<file path="config.mk">
export PLATFORM = sky130hd
export DESIGN_NAME = fft_bitrev_loader
export DESIGN_NICKNAME = d
export VERILOG_FILES = /design/src/rtl/fft_bitrev_loader.sv
export SDC_FILE = /design/constraint.sdc
export NUM_CORES = 1
export LEC_CHECK = 0
export BUFFER_PORTS_ARGS = -buffer_cell sky130_fd_sc_hd__buf_2
export CORE_ASPECT_RATIO = 1.2
export CORE_MARGIN = 4
export CORE_UTILIZATION = 51
export CTS_CLUSTER_SIZE = 40
export DETAILED_ROUTE_END_ITERATION = 6
export PLACE_DENSITY = 0.72
export SLEW_MARGIN = 30
export SYNTH_ARGS = -nofsm -noshare
export SYNTH_HDL_FRONTEND = slang
export SYNTH_SLANG_ARGS = --single-unit
export TNS_END_PERCENT = 50
</file>
<file path="constraint.sdc">
create_clock -name clk -period 2 [get_ports clk]
set_clock_uncertainty 0.1 [all_clocks]
set_input_delay 0.1 -clock clk [delete_from_list [all_inputs] [get_ports clk]]
set_output_delay 0.1 -clock clk [all_outputs]
set_load 0.01 [all_outputs]
</file>
<file path="src/rtl/fft_bitrev_loader.sv">
// Radix-2 DIT FFT input stage: buffers one frame of real samples, then emits N/2 operand
// pairs in bit-reversed order with zero imaginary parts. Define LOADER_PINGPONG_EN for two banks.
module fft_bitrev_loader #(
    parameter int WIDTH = 9,
    parameter int LOG2N = 3
) (
    input  logic             clk,
    input  logic             rstn,
    input  logic             in_valid,
    output logic             in_ready,
    input  logic [WIDTH-1:0] in_data,
    output logic             out_valid,
    input  logic             out_ready,
    output logic [WIDTH-1:0] out_ar,
    output logic [WIDTH-1:0] out_ai,
    output logic [WIDTH-1:0] out_br,
    output logic [WIDTH-1:0] out_bi,
    output logic [LOG2N-2:0] out_idx,
    output logic             out_last
);

    localparam int N  = 1 << LOG2N;
    localparam int KW = LOG2N - 1;
    localparam logic [LOG2N-1:0] WR_LAST = LOG2N'(N - 1);
    localparam logic [KW-1:0]    K_LAST  = {KW{1'b1}};

    logic [LOG2N-1:0] wr_cnt_reg;
    logic             wr_fire, wr_done, rd_fire, rd_done;
    logic             load_en, drop_valid;
    logic [KW-1:0]    load_k;
    logic [KW-1:0]    j;
    logic [WIDTH-1:0] a_src, b_src;
    logic             out_valid_reg;
    logic [KW-1:0]    rd_cnt_reg;
    logic [WIDTH-1:0] ar_reg, br_reg;

    assign wr_fire   = in_valid && in_ready;
    assign wr_done   = wr_fire && (wr_cnt_reg == WR_LAST);
    assign rd_fire   = out_valid_reg && out_ready;
    assign rd_done   = rd_fire && out_last;

    assign out_valid = out_valid_reg;
    assign out_idx   = rd_cnt_reg;
    assign out_last  = out_valid_reg && (rd_cnt_reg == K_LAST);
    assign out_ar    = ar_reg;
    assign out_br    = br_reg;
    assign out_ai    = '0;
    assign out_bi    = '0;

    // Pair k reads x[j] and x[j + N/2], where j is k bit-reversed over LOG2N-1 bits.
    generate
        for (genvar gi = 0; gi < KW; gi++) begin : g_bitrev
            assign j[gi] = load_k[KW-1-gi];
        end
    endgenerate

    always_ff @(posedge clk or negedge rstn) begin
        if (!rstn)
            wr_cnt_reg <= '0;
        else if (wr_fire)
            wr_cnt_reg <= wr_cnt_reg + 1'b1;
    end

`ifdef LOADER_PINGPONG_EN
    logic [WIDTH-1:0] mem [2][N];
    logic             wb_reg, rb_reg;
    logic [1:0]       full_reg;
    logic             nrb, avail, free, load_bank;

    assign in_ready = !(full_reg[0] && full_reg[1]);

    // The reader takes a bank when idle or on the accept of out_last; a bank completing on
    // this very edge counts as available so pair 0 follows the final sample with no gap.
    always_comb begin
        nrb        = rd_done ? ~rb_reg : rb_reg;
        avail      = full_reg[nrb] || (wr_done && (wb_reg == nrb));
        free       = !out_valid_reg || rd_done;
        load_en    = (free && avail) || (rd_fire && !out_last);
        load_k     = free ? '0 : rd_cnt_reg + 1'b1;
        load_bank  = free ? nrb : rb_reg;
        drop_valid = rd_done && !avail;
    end

    always_ff @(posedge clk or negedge rstn) begin
        if (!rstn) begin
            wb_reg <= 1'b0;
            rb_reg <= 1'b0;
        end else begin
            if (wr_done)
                wb_reg <= ~wb_reg;
            rb_reg <= nrb;
        end
    end

    generate
        for (genvar gi = 0; gi < 2; gi++) begin : g_full
            always_ff @(posedge clk or negedge rstn) begin
                if (!rstn)
                    full_reg[gi] <= 1'b0;
                else if (wr_done && (wb_reg == 1'(gi)))
                    full_reg[gi] <= 1'b1;
                else if (rd_done && (rb_reg == 1'(gi)))
                    full_reg[gi] <= 1'b0;
            end
        end
    endgenerate

    always_ff @(posedge clk) begin
        if (wr_fire)
            mem[wb_reg][wr_cnt_reg] <= in_data;
    end

    assign a_src = mem[load_bank][{1'b0, j}];
    assign b_src = mem[load_bank][{1'b1, j}];
`else
    typedef enum logic {FILL, DRAIN} state_t;
    state_t           state_reg, state_next;
    logic [WIDTH-1:0] mem [N];

    assign in_ready = (state_reg == FILL);

    always_ff @(posedge clk or negedge rstn) begin
        if (!rstn)
            state_reg <= FILL;
        else
            state_reg <= state_next;
    end

    always_comb begin
        state_next = state_reg;
        load_en    = 1'b0;
        load_k     = rd_cnt_reg + 1'b1;
        drop_valid = 1'b0;
        case (state_reg)
            FILL: begin
                if (wr_done) begin
                    state_next = DRAIN;
                    load_en    = 1'b1;
                    load_k     = '0;
                end
            end
            DRAIN: begin
                if (rd_done) begin
                    state_next = FILL;
                    drop_valid = 1'b1;
                end else if (rd_fire) begin
                    load_en = 1'b1;
                end
            end
            default: state_next = FILL;
        endcase
    end

    always_ff @(posedge clk) begin
        if (wr_fire)
            mem[wr_cnt_reg] <= in_data;
    end

    assign a_src = mem[{1'b0, j}];
    assign b_src = mem[{1'b1, j}];
`endif

    // Pair 0 never needs x[N-1], so loading on the edge that writes it is safe.
    always_ff @(posedge clk or negedge rstn) begin
        if (!rstn) begin
            out_valid_reg <= 1'b0;
            rd_cnt_reg    <= '0;
            ar_reg        <= '0;
            br_reg        <= '0;
        end else if (load_en) begin
            out_valid_reg <= 1'b1;
            rd_cnt_reg    <= load_k;
            ar_reg        <= a_src;
            br_reg        <= b_src;
        end else if (drop_valid) begin
            out_valid_reg <= 1'b0;
            rd_cnt_reg    <= '0;
        end
    end

endmodule

</file>
# --- Yosys cells after proc, flatten, opt, wreduce, memory -nomap -nowiden ---
# Memory sizes are Yosys's and may differ from the RTL's. A register that Yosys moved wholly into a read port is not among the register bits.
# Index checks and enable logic that the tools add are counted.
word_totals:
  mem_count: 1
  mem_bits_rw: 72
  reg_bits: 7
  input_bits: 13
  word_cells: 34
mem_list:
  columns: ["name", "depth", "word_bits", "read_ports", "rd_clocked_by_memory_dff", "wr", "line_no", "text"]
  rows:
  - ["mem", 8, 9, 2, 2, 1, "118", "logic [WIDTH-1:0] mem [N];"]
op_classes:
  n_addsub: 2
  bitwise: 1
  n_eq_ne: 2
  n_reduce_logical: 8
  n_mux: 16
ops:
  columns: ["operator", "n"]
  rows:
  - ["$mux W1", 10]
  - ["$mux W2", 4]
  - ["$logic_and A1 B1 Y1", 5]
  - ["$pmux W1 S2", 2]
  - ["$add A3 B1 Y3 const B", 1]
  - ["$eq A3 B3 Y1 const B", 1]
  - ["$add A2 B1 Y2 const B", 1]
  - ["$eq A2 B2 Y1 const B", 1]
  - ["$logic_not A1 Y1", 2]
  - ["$reduce_bool A2 Y1", 1]
  - ["$not A1 Y1", 1]

# --- Longest topological paths before layout ---
# Gate-level depths: netlist of the first run.
depth:
  word_depth: 7
  mapped_depth: 8

# --- Worst setup path after synthesis of the first run ---
# No wires, ideal clock.
synth_timing:
  kind: "flip-flop to flip-flop"
  startpoint: "register wr_cnt_reg[2]"
  endpoint: "memory mem[0][0] (enable)"
  slack_ns: -0.041
  path_stages_with_launch: 3
  period_less_slack_ns: 2.041
  arrival_ns: 1.554
  required_ns: 1.513
  path_buffers: 0
  path_cell_list: "dfrtp_1 -> or3b_2 -> nor3_1"
synth_lines:
  columns: ["item", "line_no", "text"]
  rows:
  - ["start, declared", "27", "logic [LOG2N-1:0] wr_cnt_reg;"]
  - ["start signal, assigned", "61", "wr_cnt_reg <= wr_cnt_reg + 1'b1;"]
  - ["end, declared", "118", null]
# No word-level cell before the write port.

# --- Final worst setup path of the first run ---
layout_timing:
  startpoint: "register wr_cnt_reg[0]"
  endpoint: "register ar_reg[8] (netlist: out_ar[8]) (read register of mem)"
layout_via:
  elab_chain_cells: 4
  word_cells_on_any_way: 6
layout_lines:
  columns: ["item", "line_no", "text"]
  rows:
  - ["$eq A3 B3 Y1 *", "38", "assign wr_done = wr_fire && (wr_cnt_reg == WR_LAST);"]
  - ["$logic_and A1 B1 Y1 *", "38", null]
  - ["$mux W1 / $mux W2 (equally long branches)", "136", "if (wr_done) begin"]
  - ["$pmux W1 S2 / $mux W2 (equally long branches)", "134", "case (state_reg)"]
  - ["end, declared", "35", "logic [WIDTH-1:0] ar_reg, br_reg;"]
# Every way passes the cells marked *; elsewhere a longest branch is shown, timed or not.
# A chain may end at the register's enable or synchronous reset.

==> results of run 1 <==
## through the flow
stage               setup TNS, ps  hold WS, ps  cell area (sq um)  std cells
floorplan                  -36.04       -295.6               4130        317
global placement                0        39.59               4322        424
detailed placement              0        47.53               4322        424
CTS                             0        17.09               4623        450
global route               -520.4        51.21               4658        450
finish                          0        35.14               4658        450
## cell type report
type                       count  area [sq um]
timing repair buffer          64         457.9
fill                         611          3049
sequential                    97          2788
clock buffer                  10         127.6
inverter                       1         3.754
multi-input combinational    181          1102
tap                           92         115.1
clock inverter                 5         63.81
## path summary, 6_finish.rpt
| check | start | to | slack, ps | cells after the start |
|---|---|---|---|---|
| max | wr_cnt_reg[0] | out_ar[8] | 2 | 6 |
| min | in_valid | state_reg | 40 | 3 |
| max in group asynchronous | rstn | out_ar[7] | 1210 | 2 |
| max reg2reg | wr_cnt_reg[0] | out_ar[8] | 2 | 6 |
| min in group asynchronous | rstn | out_ar[6] | 190 | 2 |
| min reg2reg | out_ar[5] | out_ar[5] | 380 | 2 |
## tightest hold or removal path: cells and delay by family
kind            cells  cell delay, ps
buf+inv             1             160
simple gates        1             110
compound gates      1              80
## cells by family (layout without fill, tap and decap cells)
| group | count (synthesis) | count (layout) |
|---|---|---|
| muxes | 4 | 4 |
| other | 1 | 18 |
| AOI/OAI and AO/OA | 75 | 75 |
| adders and majority gates | 3 | 3 |
| buffers and inverters | 39 | 80 |
| xor gates and xnor gates | 1 | 1 |
| DFF | 97 | 97 |
| and+or+nand+nor | 80 | 80 |
## routing by layer
metal / global-route usage / vias up / wire [um]
met5: 0 / - / 0
met3: 0.03284 / 12 / 456
li1: - / 1185 / -
met1: 0.2134 / 1217 / 3266
met2: 0.2966 / 76 / 4048
met4: 0.07979 / 0 / 147
## synth_stat cells (all sizes together)
cell	count
edfxtp	72
nand2	41
a21oi	38
buf	31
dfrtp	25
a2111oi	17
nor2b	17
o31ai	17
clkbuf	7
nor2	5
nor3	5
ha	3
mux2	3
nand3	2
nand3b	2
and2	1
and2b	1
and3	1
and3b	1
conb	1
inv	1
mux2i	1
nand2b	1
nor3b	1
nor4	1
o21ai	1
o31a	1
o32ai	1
or3b	1
xor2	1
## what timing repair did
action	CTS	global route
endpoints found under the hold margin	99	0
resized for setup	0	16
hold buffers	11	0
setup endpoints to repair	0	18
## cells in the final DEF (no fill, tap or decap), drive strengths merged, types with 3 or more instances in the layout
master,netlist,final
clkbuf,7,10
dfrtp,25,25
mux2,3,3
a21oi,38,38
ha,3,3
nor2b,17,17
nand2,41,41
edfxtp,72,72
a2111oi,17,17
nor3,5,5
conb,1,18
dlygate4sd3,0,11
inv,1,3
o31ai,17,17
buf,31,53
nor2,5,5
## report_power, final
| part | internal [W] | switching, W | total (W) |
|---|---|---|---|
| clock | 0.000583 | 0.000658 | 0.00124 |
| combinational | 0.0000257 | 0.0000564 | 0.0000822 |
| sequential | 0.00216 | 0.000000582 | 0.00216 |
| total | 0.00277 | 0.000715 | 0.00349 |
==> metrics.md, run 1 <==
| Metric | Value |
|---|---|
| Max Root-Sink Buffers | 2 |
| Final Hold Vio Count | 0 |
| Register area share after synthesis | 0.6864 |
| Clock buffer count from CTS | 9 |
| Number of global-route vias before repair | 2417 |
| Max FFs per register | 72 |
| TritonCTS clock tree | done |
| Final Wtd Congestion | 0.8139 |
| Power per cell area | 748.4 nW/um^2 |
| Post-DP HPWL | 4915 um |
| Pre-CTS setup slack | 31.55 ps |
| Setup Fix Bufs, Post-CTS | 0 |
| Synth Area in Compound Gates | 0.1223 |
| Area Growth Syn to Fin | 14.70% |
| Slack of the critical path | 2.301 ps |
| 1st-pass router iterations | 4 |
| CP bufs+invs | 1 |
| Drt wl/cell | 17.60 um |
| Data required time at the worst endpoint | 2130 ps |
| Least-Margin Pin Slew | 594.2 ps |
| Fin crit share | 0.9988 |
| Adder-cell share of the synthesized area | 0.009242 |
| Initial antenna violation count | 0 |
| Largest cells by area after synthesis | edfxtp_1 53%, dfrtp_1 15%, a21oi_1 4.4% |
| Largest net degree at the start of global routing | 56 |
| Number of vias in the routed layout | 2490 |
| Syn. warnings | 0 |
| Crit-path leading delay family | compound AO/OA/AOI/OAI gates |
| XOR/XNOR Fraction of Synth Area | 0.002157 |
| CP startpoint kind | register |
| First-pass GRT wire length | 12330 um |
| Top cell type's share of synthesized area | 0.5323 |
| Register bit total from synthesis | 97 |
| Die ar. | 9461 sq um |
| Final setup violation count | 0 |
| F_max | 500.6 MHz |
| Worst-path clk slew | 90 ps |
| Clock Tree Root | clkbuf_8 |
| Layout cells sized above 1 | 0.2263 |
| Initial Util | 0.5269 |
| Crit path top cell by count | ha_1 |
| IO buf count | 35 |
| Max-slew violations | 0 |
| Final Core Density | 0.6044 |
| Slowest-stage cell, CP | a2111oi_1 |
| Clock latency on the worst-skew pair | 350 ps |
| GRT Overall Usage | 0.1756 |
| Largest reg by FF count | mem |
| Arrival time at the worst endpoint | 2120 ps |
| Core area | 7707 sq um |
| Peak VDD IR | 0.3755 mV |
| Avg Cell Area, Syn | 13.54 sq um |
| I/O pin total | 54 |
| Synth Instances | 300 |
| Status | finished clean |
| ANT cells | 0 |
| Multiplexer share of the synthesized area | 0.01078 |
| Worst-path cell chain | ha_1 > ha_1 > and3b_1 > buf_12 > a2111oi_1 > o31ai_1 |
| Critical Path Max Stage Delay | 460 ps |
| Simple logic cell fraction of the synthesized area | 0.09889 |
| DRT iter0 DRCs | 149 |
| RSZ-0062 raised after global routing | yes |
| Critical path peak fanout | 26 |
| Layout Nets | 370 |
| Static Leak | 1.789 nW |
| Largest family of logic cells by synthesized area | compound AO/OA/AOI/OAI gates |
| Final min period | 1998 ps |
| Max-cap violation count | 0 |
| Vias per cell | 5.533 |
| CP Class | register to register |
| Chip width | 89.47 um |
| Row cnt | 35 |
| Overall power | 0.003486 W |
| Critical path capture point type | register |
| Post-route ant nets | 0 |
| Area of the mapped netlist | 4061 sq um |
| Area leader, netlist | edfxtp_1 |
| HP Class | input pin to register |
| Post-synth cell types | 39 |
| Worst slew margin | 0.6038 |
| H-Tree Level Count | 3 |
| DRC Markers | 0 |
| DRT Wirelength | 7919 um |
| Die H | 105.8 um |
| Total grt overflow | 0 |
| Clock sink count | 97 |
Power figures use the tool's default switching activity.
==> run 2, diff against run 1 <==
- CELL_PAD_IN_SITES_DETAIL_PLACEMENT: not set -> 1
- CELL_PAD_IN_SITES_GLOBAL_PLACEMENT: not set -> 1
- CORE_UTILIZATION: 51 -> 42
- clock period: 2 -> 1.6 ns (I/O delays scaled with it)
==> run 2 against run 1 <==
Net effect: the run now ends with setup timing left; total power up 44%; non-clock buffer count rose by 36; critical path depth grew 2; first-iteration DRC count increased by 2.0%; die area increased by 20%; critical path type unchanged; critical endpoint is now out_ar[5]; wire length rose by 42%.
==> metrics.md, run 2 (synthesis gave the netlist of run 1 again) <==
| Metric | Value |
|---|---|
| Clock latency on the worst-skew pair | 340 ps (was 350 ps) |
| Worst-path clk slew | 70 ps (was 90 ps) |
| Least-Margin Pin Slew | 642.7 ps (was 594.2 ps) |
| Internal power | 0.004007 W (was 0.002771 W) |
| Die ar. | 11310 sq um (was 9461 sq um) |
| Max FFs per register | 72 (unchanged) |
| Area after DPL | 4710 sq um (was 4322 sq um) |
| Peak VDD IR | 0.5542 mV (was 0.3755 mV) |
| Critical Path Max Stage Delay | 420 ps (was 460 ps) |
| Sequential share of power | 0.541 (was 0.620) |
| Critical path capture point type | register (unchanged) |
| Failing checks | setup timing |
| Final setup violation count | 52 (was 0) |
| Data required time at the worst endpoint | 1740 ps (was 2130 ps) |
| Chip width | 97.77 um (was 89.47 um) |
| Worst-path cell chain | ha_4 > ha_4 > and3b_2 > buf_12 > buf_12 > a21oi_2 > a21oi_1 > o31ai_1 (was ha_1 > ha_1 > and3b_1 > buf_12 > a2111oi_1 > o31ai_1) |
| Most common cell after layout, fill and taps aside | edfxtp_1 (unchanged) |
| TritonCTS clock tree | done (unchanged) |
| Final Wtd Congestion | 0.7675 (was 0.8139) |
| Post-DP HPWL | 6339 um (was 4915 um) |
| Post-route cell area | 5545 sq um (was 4658 sq um) |
| Static Leak | 2.140 nW (was 1.789 nW) |
| 1st-pass router iterations | 4 (unchanged) |
| GRT Overall Usage | 0.1854 (was 0.1756) |
| CP Class | register to register (unchanged) |
| Final Hold Vio Count | 0 (unchanged) |
| Drt wl/cell | 21.64 um (was 17.60 um) |
| Total negative setup slack | -7541 ps (was 0 ps) |
| RSZ-0062 raised after global routing | yes (unchanged) |
| DRT iter0 DRCs | 152 (was 149) |
| F_max | 510.1 MHz (was 500.6 MHz) |
| Max-cap violation count | 0 (unchanged) |
| DRC Markers | 0 (unchanged) |
| Fin crit share | 1.225 (was 0.9988) |
| HP Class | input pin to register (unchanged) |
| Status | finished with violations (was finished clean) |
| Clock sink count | 97 (unchanged) |
| Max Root-Sink Buffers | 2 (unchanged) |
| Largest net degree at the start of global routing | 40 (was 56) |
| Psw | 0.0009969 W (was 0.0007152 W) |
| Clock buffer count from CTS | 9 (unchanged) |
| CP bufs+invs | 2 (was 1) |
| Crit-path leading delay family | compound AO/OA/AOI/OAI gates (unchanged) |
| Combinational Power Share | 0.023 (was 0.024) |
| Power per cell area | 902.4 nW/um^2 (was 748.4 nW/um^2) |
| Worst slew margin | 0.5715 (was 0.6038) |
| Most frequent cells in the layout | 72 x edfxtp_1, 38 x nand2_1, 35 x buf_2 (was 72 x edfxtp_1, 40 x nand2_1, 36 x a21oi_1) |
| DRT Wirelength | 11210 um (was 7919 um) |
| Slack of the critical path | -360.5 ps (was 2.301 ps) |
| Total grt overflow | 0 (unchanged) |
| Final min period | 1960 ps (was 1998 ps) |
| H-Tree Level Count | 3 (unchanged) |
| Slowest-stage cell, CP | dfrtp_2 (was a2111oi_1) |
| ANT cells | 0 (unchanged) |
| Largest reg by FF count | mem (unchanged) |
| Vias per cell | 5.400 (was 5.533) |
| Initial antenna violation count | 0 (unchanged) |
| Row cnt | 39 (was 35) |
| Critical path peak fanout | 8 (was 26) |
| Fillcell total | 930 (was 611) |
| Clock Tree Root | clkbuf_16 (was clkbuf_8) |
| Area Growth Syn to Fin | 36.54% (was 14.70%) |
| IO buf count | 35 (unchanged) |
| Layout cells sized above 1 | 0.3848 (was 0.2263) |
| Sw frac | 0.1992 (was 0.2051) |
| Number of global-route vias before repair | 2800 (was 2417) |
| Arrival time at the worst endpoint | 2100 ps (was 2120 ps) |
| Max-slew violations | 0 (unchanged) |
| Initial Util | 0.4290 (was 0.5269) |
| Die H | 115.7 um (was 105.8 um) |
| Number of vias in the routed layout | 2797 (was 2490) |
| Core area | 9467 sq um (was 7707 sq um) |
| Layout Nets | 406 (was 370) |
| I/O pin total | 54 (unchanged) |
| Post-route ant nets | 0 (unchanged) |
| Clk network pwr share | 0.436 (was 0.356) |
| First-pass GRT wire length | 15860 um (was 12330 um) |
| CP startpoint kind | register (unchanged) |
[run 2: changes by cell type in the layout (fill, tap and decap cells not counted), moves of 9 or more]
cell	delta
a2111oi_4	+10
a21oi_1	-10
a21oi_2	+9
buf_4	+15
buf_6	+16
clkbuf_16	+12
[run 2: power by group through the flow]
stage	logic [W]	registers (W)	clock network, W
finish	0.000114	0.00271	0.00218
floorplan	0.0000549	0.00276	0
global placement	0.0000832	0.00276	0
detailed placement	0.0000869	0.00276	0
CTS	0.000110	0.00271	0.00223
global route	0.000127	0.00271	0.00235
[run 2: repair_timing]
item	in CTS	in global routing
gates resized for setup	23	37
endpoints found under the setup margin	52	89
hold buffers	11	0
hold endpoints to repair	98	0
setup buffers	1	6
pin swaps	5	7
gates cloned	1	6
[run 2: final timing paths]
| check | start | endpoint | slack [ps] | depth (start not counted) |
|---|---|---|---|---|
| max in group asynchronous | rstn | wr_cnt_reg[0] | 730 | 2 |
| min in group asynchronous | rstn | out_ar[5] | 210 | 2 |
| min | in_valid | state_reg | 10 | 3 |
| min reg2reg | out_ar[7] | out_ar[7] | 370 | 2 |
| max reg2reg | wr_cnt_reg[0] | out_ar[5] | -360 | 8 |
| max | wr_cnt_reg[0] | out_ar[5] | -360 | 8 |
[run 2: cell type report]
class | instances | area [sq um] | area share
Timing Repair Buffer | 100 | 860.8 | 0.1552
Inverter | 1 | 6.256 | 0.001128
Clock buffer | 11 | 242.7 | 0.04377
Sequential cell | 97 | 2790 | 0.5032
Clock inverter | 5 | 61.31 | 0.01106
Tap cell | 123 | 153.9 | 0.02775
Multi-Input combinational cell | 181 | 1430 | 0.2579
[run 2: per-stage QoR]
step	setup WS, ps	total power, W	hold slack, ps	cells	utilization
after floorplan	-240.2	0.002818	-315.6	317	-
after global placement	-334.8	0.002844	19.47	478	0.4975
after detailed placement	-417.6	0.002847	24.49	478	0.4975
after CTS	-319.6	0.005045	8.695	506	0.5527
after global routing	-414.2	0.005186	15.79	518	0.5858
final	-360.5	0.005004	10.34	518	0.5858
[run 2: layer usage]
| layer | vias to the layer above | GRT usage | wire (um) |
|---|---|---|---|
| met1 | 1414 | 0.2231 | 4345 |
| met5 | - | 0 | 0 |
| li1 | 1266 | - | - |
| met3 | 20 | 0.02830 | 499 |
| met2 | 97 | 0.3384 | 6114 |
| met4 | 0 | 0.06925 | 252 |
[run 2: tightest hold or removal path: stages]
cell and delay, ps:
buf_2 140, nand3b_4 100, o21ai_0 80
